[src/rtl/sd_data_pkg.sv]
// Shared types and defaults for the SD data-path controller.
// Holds the controller state encoding and the default counter widths.
package sd_data_pkg;

  localparam int DEFAULT_BLOCK_W   = 8;
  localparam int DEFAULT_TIMEOUT_W = 16;

  typedef enum logic [2:0] {
    ST_IDLE       = 3'd0,
    ST_SETUP      = 3'd1,
    ST_CHECK_FIFO = 3'd2,
    ST_TRANSFER   = 3'd3,
    ST_WAIT_DONE  = 3'd4,
    ST_DONE       = 3'd5
  } data_state_t;

endpackage

[src/rtl/sd_data_ctrl_if.sv]
// Request/handshake bundle between a host (master) and the SD data controller (slave).
interface sd_data_ctrl_if import sd_data_pkg::*; #(
  parameter int BLOCK_W   = DEFAULT_BLOCK_W,
  parameter int TIMEOUT_W = DEFAULT_TIMEOUT_W
);

  logic                 NewData;
  logic                 WriteRead;
  logic [BLOCK_W-1:0]   Blocks;
  logic                 MultipleData;
  logic                 Timeout_enable;
  logic [TIMEOUT_W-1:0] Timeout_reg;
  logic                 FIFO_ok;
  logic                 Complete;

  logic                 Send;
  logic                 Idle;
  logic                 Fifo_rd;
  logic                 Fifo_wr;
  logic                 Data_transfer_complete;
  logic                 Timeout;
  logic [BLOCK_W-1:0]   Blocks_left;

  modport master (
    output NewData, WriteRead, Blocks, MultipleData,
           Timeout_enable, Timeout_reg, FIFO_ok, Complete,
    input  Send, Idle, Fifo_rd, Fifo_wr,
           Data_transfer_complete, Timeout, Blocks_left
  );

  modport slave (
    input  NewData, WriteRead, Blocks, MultipleData,
           Timeout_enable, Timeout_reg, FIFO_ok, Complete,
    output Send, Idle, Fifo_rd, Fifo_wr,
           Data_transfer_complete, Timeout, Blocks_left
  );

endinterface

[src/rtl/sd_timeout_cnt.sv]
// Per-block timeout supervisor: counts enabled cycles since the last clear
// and flags when the count reaches a nonzero limit.
module sd_timeout_cnt import sd_data_pkg::*; #(
  parameter int TIMEOUT_W = DEFAULT_TIMEOUT_W
) (
  input  logic                 clk,
  input  logic                 rst,
  input  logic                 clear,
  input  logic                 enable,
  input  logic [TIMEOUT_W-1:0] limit,
  output logic                 hit
);

  logic [TIMEOUT_W-1:0] count;
  logic                 active;

  // A zero limit disables supervision entirely rather than matching at once.
  assign active = enable && (limit != '0);

  always_ff @(posedge clk or posedge rst) begin
    if (rst) begin
      count <= '0;
    end else if (clear) begin
      count <= '0;
    end else if (active && (count != '1)) begin
      count <= count + TIMEOUT_W'(1);
    end
  end

  assign hit = active && (count == limit);

endmodule

[src/rtl/sd_data_ctrl.sv]
// SD card data-phase controller: sequences FIFO checks, block sends and
// completions for single/multi-block reads and writes, with timeout abort.
module sd_data_ctrl import sd_data_pkg::*; #(
  parameter int BLOCK_W   = DEFAULT_BLOCK_W,
  parameter int TIMEOUT_W = DEFAULT_TIMEOUT_W
) (
  input  logic          clk,
  input  logic          rst,
  sd_data_ctrl_if.slave bus
);

  data_state_t        state;
  logic               armed;
  logic               write_q;
  logic               idle_q;
  logic               send_q;
  logic               fifo_rd_q;
  logic               fifo_wr_q;
  logic               done_q;
  logic               timeout_q;
  logic [BLOCK_W-1:0] blocks_left;

  logic               cnt_clear;
  logic               cnt_enable;
  logic               timeout_hit;

  assign cnt_clear  = (state == ST_TRANSFER);
  assign cnt_enable = (state == ST_WAIT_DONE) && bus.Timeout_enable;

  sd_timeout_cnt #(
    .TIMEOUT_W (TIMEOUT_W)
  ) u_timeout (
    .clk    (clk),
    .rst    (rst),
    .clear  (cnt_clear),
    .enable (cnt_enable),
    .limit  (bus.Timeout_reg),
    .hit    (timeout_hit)
  );

  // armed starts set so the first request after reset is taken immediately;
  // afterwards NewData must be seen low in IDLE before another start.
  always_ff @(posedge clk or posedge rst) begin
    if (rst) begin
      state       <= ST_IDLE;
      armed       <= 1'b1;
      write_q     <= 1'b0;
      idle_q      <= 1'b1;
      send_q      <= 1'b0;
      fifo_rd_q   <= 1'b0;
      fifo_wr_q   <= 1'b0;
      done_q      <= 1'b0;
      timeout_q   <= 1'b0;
      blocks_left <= '0;
    end else begin
      send_q    <= 1'b0;
      fifo_rd_q <= 1'b0;
      fifo_wr_q <= 1'b0;
      done_q    <= 1'b0;
      timeout_q <= 1'b0;

      case (state)
        ST_IDLE: begin
          if (!bus.NewData) begin
            armed <= 1'b1;
          end else if (armed) begin
            armed       <= 1'b0;
            idle_q      <= 1'b0;
            write_q     <= bus.WriteRead;
            blocks_left <= bus.MultipleData ? bus.Blocks : BLOCK_W'(1);
            state       <= ST_SETUP;
          end
        end

        ST_SETUP: begin
          state <= (blocks_left == '0) ? ST_DONE : ST_CHECK_FIFO;
        end

        ST_CHECK_FIFO: begin
          if (bus.FIFO_ok) begin
            state <= ST_TRANSFER;
          end
        end

        ST_TRANSFER: begin
          send_q    <= 1'b1;
          fifo_rd_q <= write_q;
          state     <= ST_WAIT_DONE;
        end

        // Completion is checked first so a same-cycle timeout match loses.
        ST_WAIT_DONE: begin
          if (bus.Complete) begin
            blocks_left <= blocks_left - BLOCK_W'(1);
            fifo_wr_q   <= ~write_q;
            state       <= (blocks_left == BLOCK_W'(1)) ? ST_DONE : ST_CHECK_FIFO;
          end else if (timeout_hit) begin
            timeout_q   <= 1'b1;
            blocks_left <= '0;
            idle_q      <= 1'b1;
            state       <= ST_IDLE;
          end
        end

        ST_DONE: begin
          done_q <= 1'b1;
          idle_q <= 1'b1;
          state  <= ST_IDLE;
        end

        default: begin
          idle_q <= 1'b1;
          state  <= ST_IDLE;
        end
      endcase
    end
  end

  assign bus.Send                   = send_q;
  assign bus.Idle                   = idle_q;
  assign bus.Fifo_rd                = fifo_rd_q;
  assign bus.Fifo_wr                = fifo_wr_q;
  assign bus.Data_transfer_complete = done_q;
  assign bus.Timeout                = timeout_q;
  assign bus.Blocks_left            = blocks_left;

endmodule

[src/flat_wrapper.sv]
// flat-port wrapper written by rule: the top's interface ports become plain ports
module sd_data_ctrl_flat import sd_data_pkg::*;
#(
  parameter int BLOCK_W   = DEFAULT_BLOCK_W,
  parameter int TIMEOUT_W = DEFAULT_TIMEOUT_W
)
  (clk, rst, bus_NewData, bus_WriteRead, bus_Blocks, bus_MultipleData, bus_Timeout_enable, bus_Timeout_reg, bus_FIFO_ok, bus_Complete, bus_Send, bus_Idle, bus_Fifo_rd, bus_Fifo_wr, bus_Data_transfer_complete, bus_Timeout, bus_Blocks_left);
  sd_data_ctrl_if #(.BLOCK_W(BLOCK_W), .TIMEOUT_W(TIMEOUT_W)) bus_i ();
  input  logic clk;
  input  logic rst;
  input wire logic [$bits(bus_i.NewData)-1:0] bus_NewData;
  input wire logic [$bits(bus_i.WriteRead)-1:0] bus_WriteRead;
  input wire logic [$bits(bus_i.Blocks)-1:0] bus_Blocks;
  input wire logic [$bits(bus_i.MultipleData)-1:0] bus_MultipleData;
  input wire logic [$bits(bus_i.Timeout_enable)-1:0] bus_Timeout_enable;
  input wire logic [$bits(bus_i.Timeout_reg)-1:0] bus_Timeout_reg;
  input wire logic [$bits(bus_i.FIFO_ok)-1:0] bus_FIFO_ok;
  input wire logic [$bits(bus_i.Complete)-1:0] bus_Complete;
  output wire logic [$bits(bus_i.Send)-1:0] bus_Send;
  output wire logic [$bits(bus_i.Idle)-1:0] bus_Idle;
  output wire logic [$bits(bus_i.Fifo_rd)-1:0] bus_Fifo_rd;
  output wire logic [$bits(bus_i.Fifo_wr)-1:0] bus_Fifo_wr;
  output wire logic [$bits(bus_i.Data_transfer_complete)-1:0] bus_Data_transfer_complete;
  output wire logic [$bits(bus_i.Timeout)-1:0] bus_Timeout;
  output wire logic [$bits(bus_i.Blocks_left)-1:0] bus_Blocks_left;
  assign bus_i.NewData = bus_NewData;
  assign bus_i.WriteRead = bus_WriteRead;
  assign bus_i.Blocks = bus_Blocks;
  assign bus_i.MultipleData = bus_MultipleData;
  assign bus_i.Timeout_enable = bus_Timeout_enable;
  assign bus_i.Timeout_reg = bus_Timeout_reg;
  assign bus_i.FIFO_ok = bus_FIFO_ok;
  assign bus_i.Complete = bus_Complete;
  assign bus_Send = bus_i.Send;
  assign bus_Idle = bus_i.Idle;
  assign bus_Fifo_rd = bus_i.Fifo_rd;
  assign bus_Fifo_wr = bus_i.Fifo_wr;
  assign bus_Data_transfer_complete = bus_i.Data_transfer_complete;
  assign bus_Timeout = bus_i.Timeout;
  assign bus_Blocks_left = bus_i.Blocks_left;
  sd_data_ctrl #(.BLOCK_W(BLOCK_W), .TIMEOUT_W(TIMEOUT_W)) u_core (.clk(clk), .rst(rst), .bus(bus_i));
endmodule
[config.mk]
export PLATFORM = sky130hd
export DESIGN_NAME = sd_data_ctrl_flat
export DESIGN_NICKNAME = d
export VERILOG_FILES = /design/src/rtl/sd_data_pkg.sv /design/src/rtl/sd_data_ctrl_if.sv /design/src/rtl/sd_timeout_cnt.sv /design/src/rtl/sd_data_ctrl.sv /design/src/flat_wrapper.sv
export SDC_FILE = /design/constraint.sdc
export NUM_CORES = 1
export LEC_CHECK = 0
export CORE_MARGIN = 2
export CORE_UTILIZATION = 50
export CTS_CLUSTER_DIAMETER = 80
export DETAILED_ROUTE_END_ITERATION = 8
export PLACE_DENSITY = 0.78
export SLEW_MARGIN = 40
export SYNTH_ARGS = -nofsm -noshare
export SYNTH_HDL_FRONTEND = slang
export SYNTH_SLANG_ARGS = --single-unit
[constraint.sdc]
create_clock -name clk -period 3.3 [get_ports clk]
set_input_delay 0.66 -clock clk [delete_from_list [all_inputs] [get_ports clk]]
set_output_delay 0.66 -clock clk [all_outputs]
set_load 0.05 [all_outputs]
==> results.sh, run 1 <==
export IMPL_result_of_the_run="finished clean"
export IMPL_synth_edff_count=0
export IMPL_synthCells=256
export IMPL_cts_buffers=5
export IMPL_dominantRegCellSynth="sky130_fd_sc_hd__dfrtp_1"
export IMPL_mostFrequentLayoutCell="sky130_fd_sc_hd__clkdlybuf4s50_1"
export IMPL_worst_r2r_setup_slack_ps=870
export IMPL_layout_cell_share_with_drive_strength_beyond_1=0.0797
export IMPL_setup_viol=0
export IMPL_post_cts_clock_slew_at_the_launch_and_capture_registers_of_the_worst_setup_and_hold_paths_ps=70
export IMPL_path_class="in -> reg"
export IMPL_post_cts_hold_buffer_count=0
export IMPL_syn_num_nets=291
export IMPL_dp_hpwl_mm=4.08
export IMPL_area_delta_synth_final_pct=27.7
export IMPL_cts_tree="built"
export IMPL_worst_slew_pin_transition_ps=540
export IMPL_worst_hold_path_endpoint="u_core.bus.Fifo_wr"
export IMPL_ys_warnings_count=0
export IMPL_chipWidth_um=70.9
export IMPL_cts_sink_cnt=35
export IMPL_clock_root_buffer="sky130_fd_sc_hd__clkbuf_8"
export IMPL_fp_dieH_um=70.9
export IMPL_core_rowCount=24
export IMPL_drt_vias_per_instance=6.11
export IMPL_setup_tns_ps=0
export IMPL_global_route_wire_length_before_repair_mm=9.69
export IMPL_largest_cells_by_area_after_synthesis="sky130_fd_sc_hd__dfrtp_1 37%, sky130_fd_sc_hd__xor2_1 6.3%, sky130_fd_sc_hd__o21ai_0 4.9%"
export IMPL_number_of_register_bits_inferred_by_synthesis=35
export IMPL_antenna_cells_inserted=0
export IMPL_synth_sequential_area_ratio=0.393
export IMPL_initial_utilization=0.517
export IMPL_worst_path_max_fanout=20
export IMPL_fin_worst_skew_ps=4.41
export IMPL_grt_overflow_total=0
export IMPL_hp_start="u_core.write_q"
export IMPL_reg2reg_to="u_core.u_timeout.count[11]"
export IMPL_portBuffers=45
export IMPL_wl_final_mm=5.72
export IMPL_synth_distinct_cells=48
export IMPL_via_count_of_the_first_global_routing_pass=2024
export IMPL_final_max_slew_violation_count=0
export IMPL_timing_final_crit_share=0.760
export IMPL_htree_levels=2
export IMPL_min_clock_period_post_route_ps=2510
export IMPL_detail_route_drc_violations=0
export IMPL_p_int_mw=1.11
export IMPL_switching_share=0.435
export IMPL_total_leakage_power_nw=1.15
export IMPL_p_clk_frac=0.205
export IMPL_gpl_final_weighted_congestion=0.861
export IMPL_relative_contribution_of_combinational_cells_to_total_power=0.438
export IMPL_synth_area_leader_cell="sky130_fd_sc_hd__dfrtp_1"
export IMPL_num_vias=2157
export IMPL_area_of_the_mapped_netlist_mm2=0.00223
export IMPL_dieArea_mm2=0.00502
export IMPL_worst_r2r_startpoint="u_core.state[2]"
export IMPL_detail_route_antenna_nets=0
export IMPL_clock_tree_buffer_depth=2
export IMPL_unrepaired_setup_endpoints_after_global_routing="false"
export IMPL_finish_net_count=335
export IMPL_critPathCaptureType="flop"
export IMPL_area_of_the_core_mm2=0.00432
export IMPL_drt_wirelength_per_cell_um=16.2
export IMPL_cts_setup_buffers=0
export IMPL_total_power_per_unit_cell_area_mw_per_mm2=690
export IMPL_startpoint_type="primary input"
export IMPL_hp_class="reg -> reg"
export IMPL_drt_pre_antenna_iters=5
export IMPL_worstSkewPairLatency_ps=290
export IMPL_most_frequent_cells_in_the_layout="45 x sky130_fd_sc_hd__clkdlybuf4s50_1, 33 x sky130_fd_sc_hd__dfrtp_1, 23 x sky130_fd_sc_hd__nand2_1, 22 x sky130_fd_sc_hd__o21ai_0, 17 x sky130_fd_sc_hd__a21oi_1"
export IMPL_hold_viol_final=0
export IMPL_post_synth_top_area_share=0.370
export IMPL_max_slew_margin=0.637
export IMPL_r2r_cells=6
export IMPL_net_switching_power_mw=0.856
export IMPL_antenna_found_initial=0
export IMPL_share_seq_of_total_power=0.357
export IMPL_grt_start_max_net_pins=36
export IMPL_worst_endpoint_data_arrival_time_ps=2710
export IMPL_largest_register="u_core.u_timeout.count"
export IMPL_cap_viol_max_count=0
export IMPL_synthArstFlopShare=1.00
export IMPL_worstPathRequired_ps=3500
export IMPL_layout_core_utilization=0.660
export IMPL_worst_ir_drop_vdd_v=0.000426
export IMPL_timing_hold_worst_path_depth=1
export IMPL_synth_area_per_cell_um2=8.73
export IMPL_drt_iter0_markers=181
export IMPL_max_clock_freq_mhz=399
export IMPL_cts_resized_gates=0
export IMPL_largest_reg_flops=16
export IMPL_groute_usage_overall=0.243
export IMPL_i_o_pins=46
## routing by layer
| metal | global-route usage | up-vias | routed length [µm] |
|---|---|---|---|
| met3 | 0.0399 | 8 | 300 |
| met1 | 0.347 | 1034 | 2630 |
| met5 | 0 | - | 0 |
| met4 | 0.0734 | 0 | 69 |
| met2 | 0.382 | 65 | 2720 |
| li1 | - | 1050 | - |
## worst max-delay path by stage
stage / endpoint / start / depth (start not counted) / slack, ps
2_1_floorplan: u_core.state[0] / u_core.bus.Blocks_left[2] / 6 / 1170
3_3_place_gp: u_core.u_timeout.count[5] / bus_Timeout_reg[1] / 7 / 600
3_5_place_dp: u_core.u_timeout.count[4] / bus_Timeout_reg[4] / 7 / 570
4_1_cts: u_core.u_timeout.count[11] / bus_Timeout_reg[4] / 7 / 820
5_1_grt: u_core.u_timeout.count[11] / bus_Timeout_reg[2] / 7 / 690
6_report: u_core.u_timeout.count[11] / bus_Timeout_reg[4] / 7 / 790
## cells by family after synthesis
kind of cell,share of synthesized area
flip-flops,0.393
adder cells (fa/ha/maj),0.0168
AO/OA/AOI/OAI,0.213
XOR/XNOR,0.0627
buffers and inverters,0.0470
AND/OR/NAND/NOR,0.258
multiplexers,0.00896
## cell type report
class	instances	area, µm²
tap	52	65.1
clock buffer	6	82.6
inverter	12	45.0
multi-input combinational	195	1250
fill	377	1470
sequential	35	878
timing repair buffer	51	495
clock inverter	2	35.0
## through the flow
step           setup WS, ps  hold WS [ps]  power [mW]  area [µm²]  cells
2_1_floorplan          1170           411        1.28        2230    256
3_3_place_gp            600           431        1.55        2740    345
3_5_place_dp            570           444        1.56        2740    345
4_1_cts                 819           454        1.97        2850    353
5_1_grt                 689           480        2.10        2850    353
6_report                792           454        1.97        2850    353
## power groups by stage
stage	registers (mW)	logic [mW]	clock network, mW
after global routing	0.728	0.938	0.431
after CTS	0.701	0.858	0.414
after floorplan	0.856	0.426	0
final	0.703	0.862	0.403
after global placement	0.705	0.841	0
after detailed placement	0.708	0.854	0
## synth_stat cells (6+ instances only)
master                     count
sky130_fd_sc_hd__nand3_1      11
sky130_fd_sc_hd__xor2_1       16
sky130_fd_sc_hd__nand2_1      23
sky130_fd_sc_hd__nand4_1       6
sky130_fd_sc_hd__or4_1         9
sky130_fd_sc_hd__o21ai_0      22
sky130_fd_sc_hd__o31ai_1      12
sky130_fd_sc_hd__inv_1        12
sky130_fd_sc_hd__nor4_1       12
sky130_fd_sc_hd__clkbuf_1      8
sky130_fd_sc_hd__nor2_1        6
sky130_fd_sc_hd__a21oi_1      17
sky130_fd_sc_hd__dfrtp_1      33
sky130_fd_sc_hd__nor3_1        7
## worst max-delay path, stage by stage
cell                              delay, ps
sky130_fd_sc_hd__clkdlybuf4s50_1        500
sky130_fd_sc_hd__nor4_1                  60
sky130_fd_sc_hd__and4_1                 210
sky130_fd_sc_hd__or2_0                  320
sky130_fd_sc_hd__buf_4                  240
sky130_fd_sc_hd__or4_1                  530
sky130_fd_sc_hd__a21oi_1                180
No activity file was read; power rests on OpenSTA's default activity.
==> inputs of run 2 (changes only) <==
--- a/config.mk
+++ b/config.mk
@@ -6,10 +6,10 @@
 export NUM_CORES = 1
 export LEC_CHECK = 0
 export CORE_MARGIN = 2
-export CORE_UTILIZATION = 50
+export CORE_UTILIZATION = 46
 export CTS_CLUSTER_DIAMETER = 80
 export DETAILED_ROUTE_END_ITERATION = 8
-export PLACE_DENSITY = 0.78
+export PLACE_DENSITY = 0.76
 export SLEW_MARGIN = 40
 export SYNTH_ARGS = -nofsm -noshare
 export SYNTH_HDL_FRONTEND = slang
==> constraint.sdc (replaced) <==
create_clock -name clk -period 2.3 [get_ports clk]
set_input_delay 0.46 -clock clk [delete_from_list [all_inputs] [get_ports clk]]
set_output_delay 0.46 -clock clk [all_outputs]
set_load 0.05 [all_outputs]
==> run 2 against run 1 <==
First-iteration DRC count fell by 25%. Largest cell class unchanged. Design area grew 6.7%. Core utilization down 1.1 points. Via count increased by 3.1%. Clock-buffer cell count fell by 1. Cell count grew 8.5%.
==> results.sh, run 2 (same netlist as run 1, synthesis figures left out) <==
export IMPL_unrepaired_setup_endpoints_after_global_routing="false"
export IMPL_startpoint_type="primary input"
export IMPL_worst_hold_path_endpoint="u_core.bus.Fifo_wr"
export IMPL_drt_iter0_markers=136
export IMPL_initial_utilization=0.476
export IMPL_drt_pre_antenna_iters=4
export IMPL_layout_core_utilization=0.649
export IMPL_i_o_pins=46
export IMPL_chipWidth_um=73.7
export IMPL_worst_endpoint_data_arrival_time_ps=2350
export IMPL_timing_hold_ws_ps=439
export IMPL_dp_slack_ps=-131
export IMPL_hp_start="u_core.write_q"
export IMPL_worst_ir_drop_vdd_v=0.000538
export IMPL_timing_final_crit_share=0.931
export IMPL_worst_r2r_setup_slack_ps=290
export IMPL_finalInstanceArea_mm2=0.00304
export IMPL_setup_tns_ps=0
export IMPL_worstSkewPairLatency_ps=290
export IMPL_mostFrequentLayoutCell="sky130_fd_sc_hd__clkdlybuf4s50_1"
export IMPL_hold_viol_final=0
export IMPL_max_slew_margin=0.669
export IMPL_fp_dieH_um=73.7
export IMPL_antenna_found_initial=0
export IMPL_worst_path_max_fanout=12
export IMPL_largest_reg_flops=16
export IMPL_detail_route_drc_violations=0
export IMPL_drt_wirelength_per_cell_um=14.9
export IMPL_largest_register="u_core.u_timeout.count"
export IMPL_setup_viol=0
export IMPL_worstPathRequired_ps=2500
export IMPL_n_fill_cell=404
export IMPL_cap_viol_max_count=0
export IMPL_num_vias=2223
export IMPL_core_rowCount=25
export IMPL_worst_r2r_startpoint="u_core.state[0]"
export IMPL_clock_root_buffer="sky130_fd_sc_hd__clkbuf_8"
export IMPL_detail_route_antenna_nets=0
export IMPL_dieArea_mm2=0.00543
export IMPL_cts_resized_gates=0
export IMPL_r2r_cells=6
export IMPL_area_of_the_core_mm2=0.00469
export IMPL_post_cts_clock_slew_at_the_launch_and_capture_registers_of_the_worst_setup_and_hold_paths_ps=70
export IMPL_postLayoutSetupSlackWorst_ps=159
export IMPL_dp_cells=375
export IMPL_htree_levels=2
export IMPL_power_total_mw=2.77
export IMPL_min_clock_period_post_route_ps=2140
export IMPL_critPathCaptureType="flop"
export IMPL_wl_final_mm=5.69
export IMPL_cts_tree="built"
export IMPL_post_cts_hold_buffer_count=0
export IMPL_total_power_per_unit_cell_area_mw_per_mm2=911
export IMPL_finish_net_count=363
export IMPL_via_count_of_the_first_global_routing_pass=2065
export IMPL_most_frequent_cells_in_the_layout="45 x sky130_fd_sc_hd__clkdlybuf4s50_1, 33 x sky130_fd_sc_hd__buf_4, 33 x sky130_fd_sc_hd__dfrtp_1, 23 x sky130_fd_sc_hd__nand2_1, 22 x sky130_fd_sc_hd__o21ai_0"
export IMPL_grt_overflow_total=0
export IMPL_dp_hpwl_mm=4.30
export IMPL_area_delta_synth_final_pct=36.2
export IMPL_portBuffers=45
export IMPL_clock_tree_buffer_depth=2
export IMPL_cts_buffers=5
export IMPL_cts_setup_buffers=0
export IMPL_cts_sink_cnt=35
export IMPL_timing_hold_worst_path_depth=1
export IMPL_placed_cell_area_mm2=0.00296
export IMPL_reg2reg_to="u_core.u_timeout.count[4]"
export IMPL_gpl_final_weighted_congestion=0.904
export IMPL_fin_cells=383
export IMPL_final_max_slew_violation_count=0
export IMPL_grt_start_max_net_pins=36
export IMPL_result_of_the_run="finished clean"
export IMPL_total_leakage_power_nw=1.27
export IMPL_drt_vias_per_instance=5.80
export IMPL_groute_usage_overall=0.222
export IMPL_hp_class="reg -> reg"
export IMPL_path_class="in -> reg"
export IMPL_global_route_wire_length_before_repair_mm=9.55
export IMPL_worst_slew_pin_transition_ps=494
export IMPL_layout_cell_share_with_drive_strength_beyond_1=0.158
export IMPL_max_clock_freq_mhz=467
export IMPL_fin_worst_skew_ps=10.2
export IMPL_antenna_cells_inserted=0
## run 2: changes by cell type in the layout (fill, tap and decap cells not counted)
cell	delta
sky130_fd_sc_hd__clkbuf_8	-1
sky130_fd_sc_hd__clkinv_2	+2
sky130_fd_sc_hd__buf_4	+27
sky130_fd_sc_hd__buf_12	+1
sky130_fd_sc_hd__bufinv_16	-1
## run 2: area by class of cell
type	count	area, µm²	share of cell area
clock buffer	5	68.8	0.0226
clock inverter	3	15.0	0.00493
inverter	12	45.0	0.0148
multi-input combinational	195	1250	0.411
sequential	35	878	0.289
tap	54	67.6	0.0222
timing repair buffer	79	718	0.236
## run 2: worst max-delay path, stage by stage
cell and delay (ps):
sky130_fd_sc_hd__clkdlybuf4s50_1 500, sky130_fd_sc_hd__nor4_1 60, sky130_fd_sc_hd__and4_1 210, sky130_fd_sc_hd__or2_0 280
sky130_fd_sc_hd__buf_4 200, sky130_fd_sc_hd__or4_1 500, sky130_fd_sc_hd__a21oi_1 150
## run 2: power breakdown
group	switching (mW)	internal [mW]	total, mW
Sequential	0.168	0.778	0.946
Clock	0.224	0.207	0.431
Combinational	0.843	0.554	1.40
## run 2: per-layer routing
layer  track usage  vias to the layer above  routed length [µm]
met3        0.0302                        7                 286
met5             0                        -                   0
met2         0.338                       56                2660
li1              -                     1115                   -
met4        0.0606                        0                  68
met1         0.329                     1045                2680
## run 2: worst max path at each step
stage,from,to,depth (start not counted)
after floorplan,u_core.bus.Blocks_left[2],u_core.state[0],6
after global placement,bus_Timeout_reg[5],u_core.u_timeout.count[4],7
after detailed placement,bus_Timeout_reg[4],u_core.u_timeout.count[4],7
after CTS,bus_Timeout_reg[4],u_core.u_timeout.count[4],7
after global routing,bus_Timeout_reg[7],u_core.u_timeout.count[2],8
final,bus_Timeout_reg[4],u_core.u_timeout.count[4],7
